$ cat src/rtl/mrfm_iir_loader_if.sv
`default_nettype none
// ============================================================================
// mrfm_iir_loader_if : settings-bus write port (strobe, address, data)
// Rev 1.0
// ============================================================================
interface mrfm_iir_loader_if;
  logic        serial_strobe;
  logic [6:0]  serial_addr;
  logic [31:0] serial_data;

  modport master (
    output serial_strobe,
    output serial_addr,
    output serial_data
  );

  modport slave (
    input serial_strobe,
    input serial_addr,
    input serial_data
  );
endinterface
`default_nettype wire

$ cat src/rtl/mrfm_iir_loader.sv
`default_nettype none
// ============================================================================
// mrfm_iir_loader : stages 16 IIR coefficients plus a shift, then bursts all 17
// settings writes onto the serial settings bus, optionally aligned to a strobe.
// Rev 1.0
// ============================================================================
`ifndef FR_MRFM_IIR_COEFF
`define FR_MRFM_IIR_COEFF 7'd40
`endif
`ifndef FR_MRFM_IIR_SHIFT
`define FR_MRFM_IIR_SHIFT 7'd41
`endif

module mrfm_iir_loader #(
  parameter logic [6:0]  COEFF_ADDR = `FR_MRFM_IIR_COEFF,
  parameter logic [6:0]  SHIFT_ADDR = `FR_MRFM_IIR_SHIFT,
  parameter int unsigned GAP        = 0
) (
  input  wire logic          clock,
  input  wire logic          reset,
  input  wire logic          stage_we,
  input  wire logic [3:0]    stage_addr,
  input  wire logic [15:0]   stage_data,
  input  wire logic          shift_we,
  input  wire logic [7:0]    shift_data,
  input  wire logic          commit,
  input  wire logic          abort,
  input  wire logic          align_en,
  input  wire logic          strobe_in,
  mrfm_iir_loader_if.master  settings,
  output logic               busy,
  output logic               done,
  output logic               dirty,
  output logic               err
);

  localparam logic [1:0] c_st_idle       = 2'd0;
  localparam logic [1:0] c_st_wait_align = 2'd1;
  localparam logic [1:0] c_st_send       = 2'd2;
  localparam logic [1:0] c_st_gap_wait   = 2'd3;
  localparam logic [4:0] c_last_idx      = 5'd16;
  localparam logic [3:0] c_gap_last      = (GAP == 0) ? 4'd0 : 4'(GAP - 1);

  logic [1:0]  r_state;
  logic [1:0]  w_next_state;
  logic [15:0] r_coeff [16];
  logic [7:0]  r_shift;
  logic [4:0]  r_idx;
  logic [3:0]  r_gap_cnt;
  logic        r_done;
  logic        r_dirty;
  logic        r_err;
  logic        w_busy;
  logic        w_accept_commit;
  logic        w_stage_accept;
  logic        w_reject;
  logic        w_last_write;

  assign w_accept_commit = (r_state == c_st_idle) && commit && !abort;
  assign w_stage_accept  = !w_busy && (stage_we || shift_we);
  assign w_reject        = w_busy && (stage_we || shift_we || commit);
  assign w_last_write    = (r_state == c_st_send) && (r_idx == c_last_idx) && !abort;

  // State register
  always_ff @(posedge clock or posedge reset) begin
    if (reset) begin
      r_state <= c_st_idle;
    end else begin
      r_state <= w_next_state;
    end
  end

  // Next-state logic; abort pre-empts every busy state
  always_comb begin
    w_next_state = r_state;
    case (r_state)
      c_st_idle: begin
        if (w_accept_commit) begin
          w_next_state = align_en ? c_st_wait_align : c_st_send;
        end
      end
      c_st_wait_align: begin
        if (abort) begin
          w_next_state = c_st_idle;
        end else if (strobe_in) begin
          w_next_state = c_st_send;
        end
      end
      c_st_send: begin
        if (abort || (r_idx == c_last_idx)) begin
          w_next_state = c_st_idle;
        end else if (GAP == 0) begin
          w_next_state = c_st_send;
        end else begin
          w_next_state = c_st_gap_wait;
        end
      end
      c_st_gap_wait: begin
        if (abort) begin
          w_next_state = c_st_idle;
        end else if (r_gap_cnt == c_gap_last) begin
          w_next_state = c_st_send;
        end
      end
      default: w_next_state = c_st_idle;
    endcase
  end

  // Output decode: bus is driven only during SEND, zero otherwise
  always_comb begin
    w_busy                 = (r_state != c_st_idle);
    settings.serial_strobe = 1'b0;
    settings.serial_addr   = 7'd0;
    settings.serial_data   = 32'd0;
    if (r_state == c_st_send) begin
      settings.serial_strobe = 1'b1;
      if (r_idx == c_last_idx) begin
        settings.serial_addr = SHIFT_ADDR;
        settings.serial_data = {24'd0, r_shift};
      end else begin
        settings.serial_addr = COEFF_ADDR;
        settings.serial_data = {12'd0, r_idx[3:0], r_coeff[r_idx[3:0]]};
      end
    end
  end

  always_ff @(posedge clock or posedge reset) begin
    if (reset) begin
      for (int i = 0; i < 16; i++) begin
        r_coeff[i] <= 16'd0;
      end
      r_shift <= 8'd0;
    end else begin
      if (stage_we && !w_busy) begin
        r_coeff[stage_addr] <= stage_data;
      end
      if (shift_we && !w_busy) begin
        r_shift <= shift_data;
      end
    end
  end

  always_ff @(posedge clock or posedge reset) begin
    if (reset) begin
      r_idx     <= 5'd0;
      r_gap_cnt <= 4'd0;
    end else if (w_accept_commit) begin
      r_idx     <= 5'd0;
      r_gap_cnt <= 4'd0;
    end else if (r_state == c_st_send) begin
      r_idx     <= r_idx + 5'd1;
      r_gap_cnt <= 4'd0;
    end else if (r_state == c_st_gap_wait) begin
      r_gap_cnt <= r_gap_cnt + 4'd1;
    end
  end

  // Status flags; staging writes and the final write are never in the same cycle
  always_ff @(posedge clock or posedge reset) begin
    if (reset) begin
      r_done  <= 1'b0;
      r_dirty <= 1'b0;
      r_err   <= 1'b0;
    end else begin
      r_done <= w_last_write;
      if (w_stage_accept) begin
        r_dirty <= 1'b1;
      end else if (w_last_write) begin
        r_dirty <= 1'b0;
      end
      if (w_reject) begin
        r_err <= 1'b1;
      end else if (w_accept_commit) begin
        r_err <= 1'b0;
      end
    end
  end

  assign busy  = w_busy;
  assign done  = r_done;
  assign dirty = r_dirty;
  assign err   = r_err;

endmodule
`default_nettype wire

$ cat src/flat_wrapper.sv
// flat-port wrapper written by rule: the top's interface ports become plain ports
module mrfm_iir_loader_flat 
#(
  parameter logic [6:0]  COEFF_ADDR = `FR_MRFM_IIR_COEFF,
  parameter logic [6:0]  SHIFT_ADDR = `FR_MRFM_IIR_SHIFT,
  parameter int unsigned GAP        = 0
)
  (clock, reset, stage_we, stage_addr, stage_data, shift_we, shift_data, commit, abort, align_en, strobe_in, busy, done, dirty, err, settings_serial_strobe, settings_serial_addr, settings_serial_data);
  mrfm_iir_loader_if settings_i ();
  input  wire logic clock;
  input  wire logic reset;
  input  wire logic stage_we;
  input  wire logic [3:0] stage_addr;
  input  wire logic [15:0] stage_data;
  input  wire logic shift_we;
  input  wire logic [7:0] shift_data;
  input  wire logic commit;
  input  wire logic abort;
  input  wire logic align_en;
  input  wire logic strobe_in;
  output logic busy;
  output logic done;
  output logic dirty;
  output logic err;
  output wire logic [$bits(settings_i.serial_strobe)-1:0] settings_serial_strobe;
  output wire logic [$bits(settings_i.serial_addr)-1:0] settings_serial_addr;
  output wire logic [$bits(settings_i.serial_data)-1:0] settings_serial_data;
  assign settings_serial_strobe = settings_i.serial_strobe;
  assign settings_serial_addr = settings_i.serial_addr;
  assign settings_serial_data = settings_i.serial_data;
  mrfm_iir_loader #(.COEFF_ADDR(COEFF_ADDR), .SHIFT_ADDR(SHIFT_ADDR), .GAP(GAP)) u_core (.clock(clock), .reset(reset), .stage_we(stage_we), .stage_addr(stage_addr), .stage_data(stage_data), .shift_we(shift_we), .shift_data(shift_data), .commit(commit), .abort(abort), .align_en(align_en), .strobe_in(strobe_in), .settings(settings_i), .busy(busy), .done(done), .dirty(dirty), .err(err));
endmodule
$ cat config.mk
export PLATFORM = sky130hd
export DESIGN_NAME = mrfm_iir_loader_flat
export DESIGN_NICKNAME = d
export VERILOG_FILES = /design/src/rtl/mrfm_iir_loader_if.sv /design/src/rtl/mrfm_iir_loader.sv /design/src/flat_wrapper.sv
export SDC_FILE = /design/constraint.sdc
export NUM_CORES = 1
export LEC_CHECK = 0
export CORE_MARGIN = 2
export CORE_UTILIZATION = 45
export CTS_BUF_LIST = sky130_fd_sc_hd__clkbuf_4 sky130_fd_sc_hd__clkbuf_8
export CTS_CLUSTER_DIAMETER = 60
export DETAILED_ROUTE_END_ITERATION = 16
export PLACE_DENSITY = 0.66
export SYNTH_ARGS = -nofsm -noshare
export SYNTH_HDL_FRONTEND = slang
export SYNTH_SLANG_ARGS = --single-unit
$ cat constraint.sdc
create_clock -name clock -period 9.1 [get_ports clock]
set_input_delay 1.82 -clock clock [delete_from_list [all_inputs] [get_ports clock]]
set_output_delay 1.82 -clock clock [all_outputs]
set_load 0.01 [all_outputs]
==> impl_metrics.yaml <==
status:
  status: "complete, no violations"
pwr:
  total_leakage_power_nw: 6.32
  clockPowerShare: 0.271
  power_density_nw_per_um2: 271
  p_int_mw: 2.84
  vdd_drop_max_mv: 0.131
  power_frac_seq: 0.453
  switching_power_mw: 1.17
  switching_share: 0.292
  pwr-share-comb: 0.275
  total_power_mw: 4.01
critical_path:
  critPathKind: "reg -> out"
  arrival_ps: 4270
  rrSetupSlack_ps: 6080
  cp_max_fo: 53
  r2r_end: "u_core.dirty"
  rr_startpoint: "u_core.r_idx[0]"
  endpoint_kind: "output port"
  r2r_cells: 5
  crit_start: "u_core.r_idx[0]"
  worstPathRequired_ps: 7280
  critPathLaunchType: "flip-flop"
placement:
  gp_congestion: 0.742
  post-place-cells: 1314
  portBuffers: 63
  place_area_um2: 13900
  dp_slack_ps: 3580
  dp_hpwl_um: 18000
cells_and_area:
  fillers: 2396
  area_delta_synth_final_pct: 13.3
  final_cell_mix: "dfrtp_1, mux2_2, clkdlybuf4s50_1"
  layout-drive-gt1-share: 0.414
  nets: 1019
  layout_commonest_cell: "dfrtp_1"
  fin_area_um2: 14800
  antenna_cells: 0
  finalNonFillerCells: 1391
timing:
  drv_slew: 0
  min_period_ps: 6090
  tightest_slew_ps: 1290
  rsz0062_at_grt: "no"
  period_share: 0.670
  setup_viol: 0
  slew_headroom: 0.136
  fin_skew_ps: 11.1
  fmax_mhz: 164
  finalSetupTns_ps: 0
  finalWorstSetupSlack_ps: 3010
  hold_violations: 0
route:
  routed_via_density: 5.61
  dr.pass1.iters: 5
  initialDrtViolationCount: 412
  wl_um: 30200
  drcViolationCount: 0
  ant_nets: 0
  num_vias: 7810
  wl_per_cell_um: 21.7
grt:
  use_met2: 0.327
  antenna_found_initial: 0
  first_global_vias: 8245
  grt_max_degree: 162
  use_met1: 0.285
  grt_pass1_wl_um: 48200
  grt_usage: 0.205
  grt_busiest_layer: "met2"
  overflow: 0
  grt.met3_usage: 0.0420
cts:
  hold_buffers: 0
  numCtsBuffers: 47
  clk_pin_slew_worst_paths_ps: 50
  cts_tree: "yes"
  cts_resized: 0
  cts.htree.levels: 2
  insertion_delay_ps: 550
  clk_path_buf_depth: 3
  clock_sinks: 278
  cts_root_buf: "clkbuf_8"
  cts_setup_buffers: 0
synth:
  syn_inst: 929
  synth_area_per_cell_um2: 14.1
  synthArstFlopShare: 1.00
  ys_types: 52
  ys_seq_area_frac: 0.532
  synth_edf_count: 0
  ys_seq_elements: 278
  ys.flop_type: "dfrtp_1"
  yosysWarnings: 0
  syn_area_um2: 13100
die:
  start_util: 0.456
  rows: 62
  io_pins: 80
  die_w_um: 174
  coreArea_um2: 28600
  die_y_um: 174
  dieArea_um2: 30400
hold_path:
  hold_depth: 1
  min_from: "u_core.r_coeff[138]"
  hold_end: "u_core.r_coeff[138]"
  hp-class: "reg -> reg"
flow_run:
  cap_violations: 0
## area by class of cell
class	count	area [µm²]	share of cell area
sequential	278	6960	0.470
clock inverter	2	12.5	0.000845
timing repair buffer	76	741	0.0500
clock buffer	75	888	0.0600
inverter	10	41.3	0.00279
tap	384	480	0.0324
multi-input combinational	566	5680	0.384
## cells in the mapped netlist (2+ instances only)
cell | count | area share
nor3_1 | 6 | 0.0023
nand4_1 | 6 | 0.0029
nor2_4 | 4 | 0.0034
clkbuf_1 | 50 | 0.014
buf_4 | 22 | 0.013
inv_1 | 9 | 0.0026
xor2_1 | 3 | 0.0020
o21a_1 | 2 | 0.0011
buf_1 | 2 | 0.00057
a22o_1 | 3 | 0.0020
a22oi_1 | 3 | 0.0017
o21ai_0 | 19 | 0.0073
a2bb2oi_1 | 9 | 0.0060
nand2b_1 | 3 | 0.0014
and2_1 | 4 | 0.0019
mux4_2 | 40 | 0.069
a32oi_1 | 5 | 0.0034
a221o_1 | 3 | 0.0023
nor2_1 | 12 | 0.0034
and3_1 | 4 | 0.0019
a21oi_1 | 12 | 0.0046
nand2_1 | 40 | 0.011
nand3_1 | 19 | 0.0073
mux2_2 | 263 | 0.23
a31oi_1 | 8 | 0.0038
or3_1 | 2 | 0.00096
ha_1 | 4 | 0.0038
o211ai_1 | 5 | 0.0029
nor2b_1 | 5 | 0.0024
dfrtp_1 | 278 | 0.53
mux2i_1 | 41 | 0.031
buf_2 | 14 | 0.0054
mux2_4 | 10 | 0.011
## per-stage QoR
step | hold WS, ps | utilization
floorplan | 474 | -
global placement | 478 | 0.486
detailed placement | 488 | 0.486
CTS | 501 | 0.517
global route | 513 | 0.517
finish | 500 | 0.517
## state kept, by name, summed over array words and instances (netlist names)
name	count
u_core.r_idx	5
u_core.r_coeff	256
u_core.r_gap_cnt	4
u_core.err	1
u_core.r_state	2
u_core.dirty	1
u_core.r_shift	8
u_core.done	1
## metal layers
layer  vias to the layer above  part of all wire
met4                         0             0.020
met2                       185              0.46
met5                         -                 0
li1                       3470                 -
met1                      4113              0.47
met3                        42             0.049
## critical path, stage by stage, from the launching register on
cell,delay (ps)
dfrtp_4,1120
inv_1,200
ha_1,270
nor4bb_1,170
nor3_2,880
a32oi_1,120
o211ai_1,340
clkdlybuf4s50_1,610
## cells by family (layout without fill, tap and decap cells)
kind of cell | count (synthesis) | count (layout) | synth area share
muxes | 354 | 354 | 0.339
buffers and inverters | 100 | 163 | 0.0378
and+or+nand+nor | 116 | 116 | 0.0476
adders and majority gates | 4 | 4 | 0.00383
DFF | 278 | 278 | 0.532
other | 1 | 16 | 0.000287
AOI/OAI and AO/OA | 73 | 73 | 0.0375
xor gates and xnor gates | 3 | 3 | 0.00201
## worst max-delay path by stage
| stage | end | cells after the start |
|---|---|---|
| after floorplan | u_core.dirty | 1 |
| after global placement | settings_serial_data[15] | 7 |
| final | settings_serial_data[15] | 7 |
| after global routing | settings_serial_data[12] | 7 |
| after CTS | settings_serial_data[15] | 7 |
| after detailed placement | settings_serial_data[15] | 7 |
## power groups by stage
stage                     Sequential [mW]  Combinational, mW  Clock (mW)
final                                1.82               1.10        1.09
after global routing                 1.87               1.20        1.17
after floorplan                      1.72              0.916           0
after global placement               1.83               1.09           0
after detailed placement             1.83               1.11           0
after CTS                            1.82               1.12        1.12
Power figures use the tool's default switching activity.
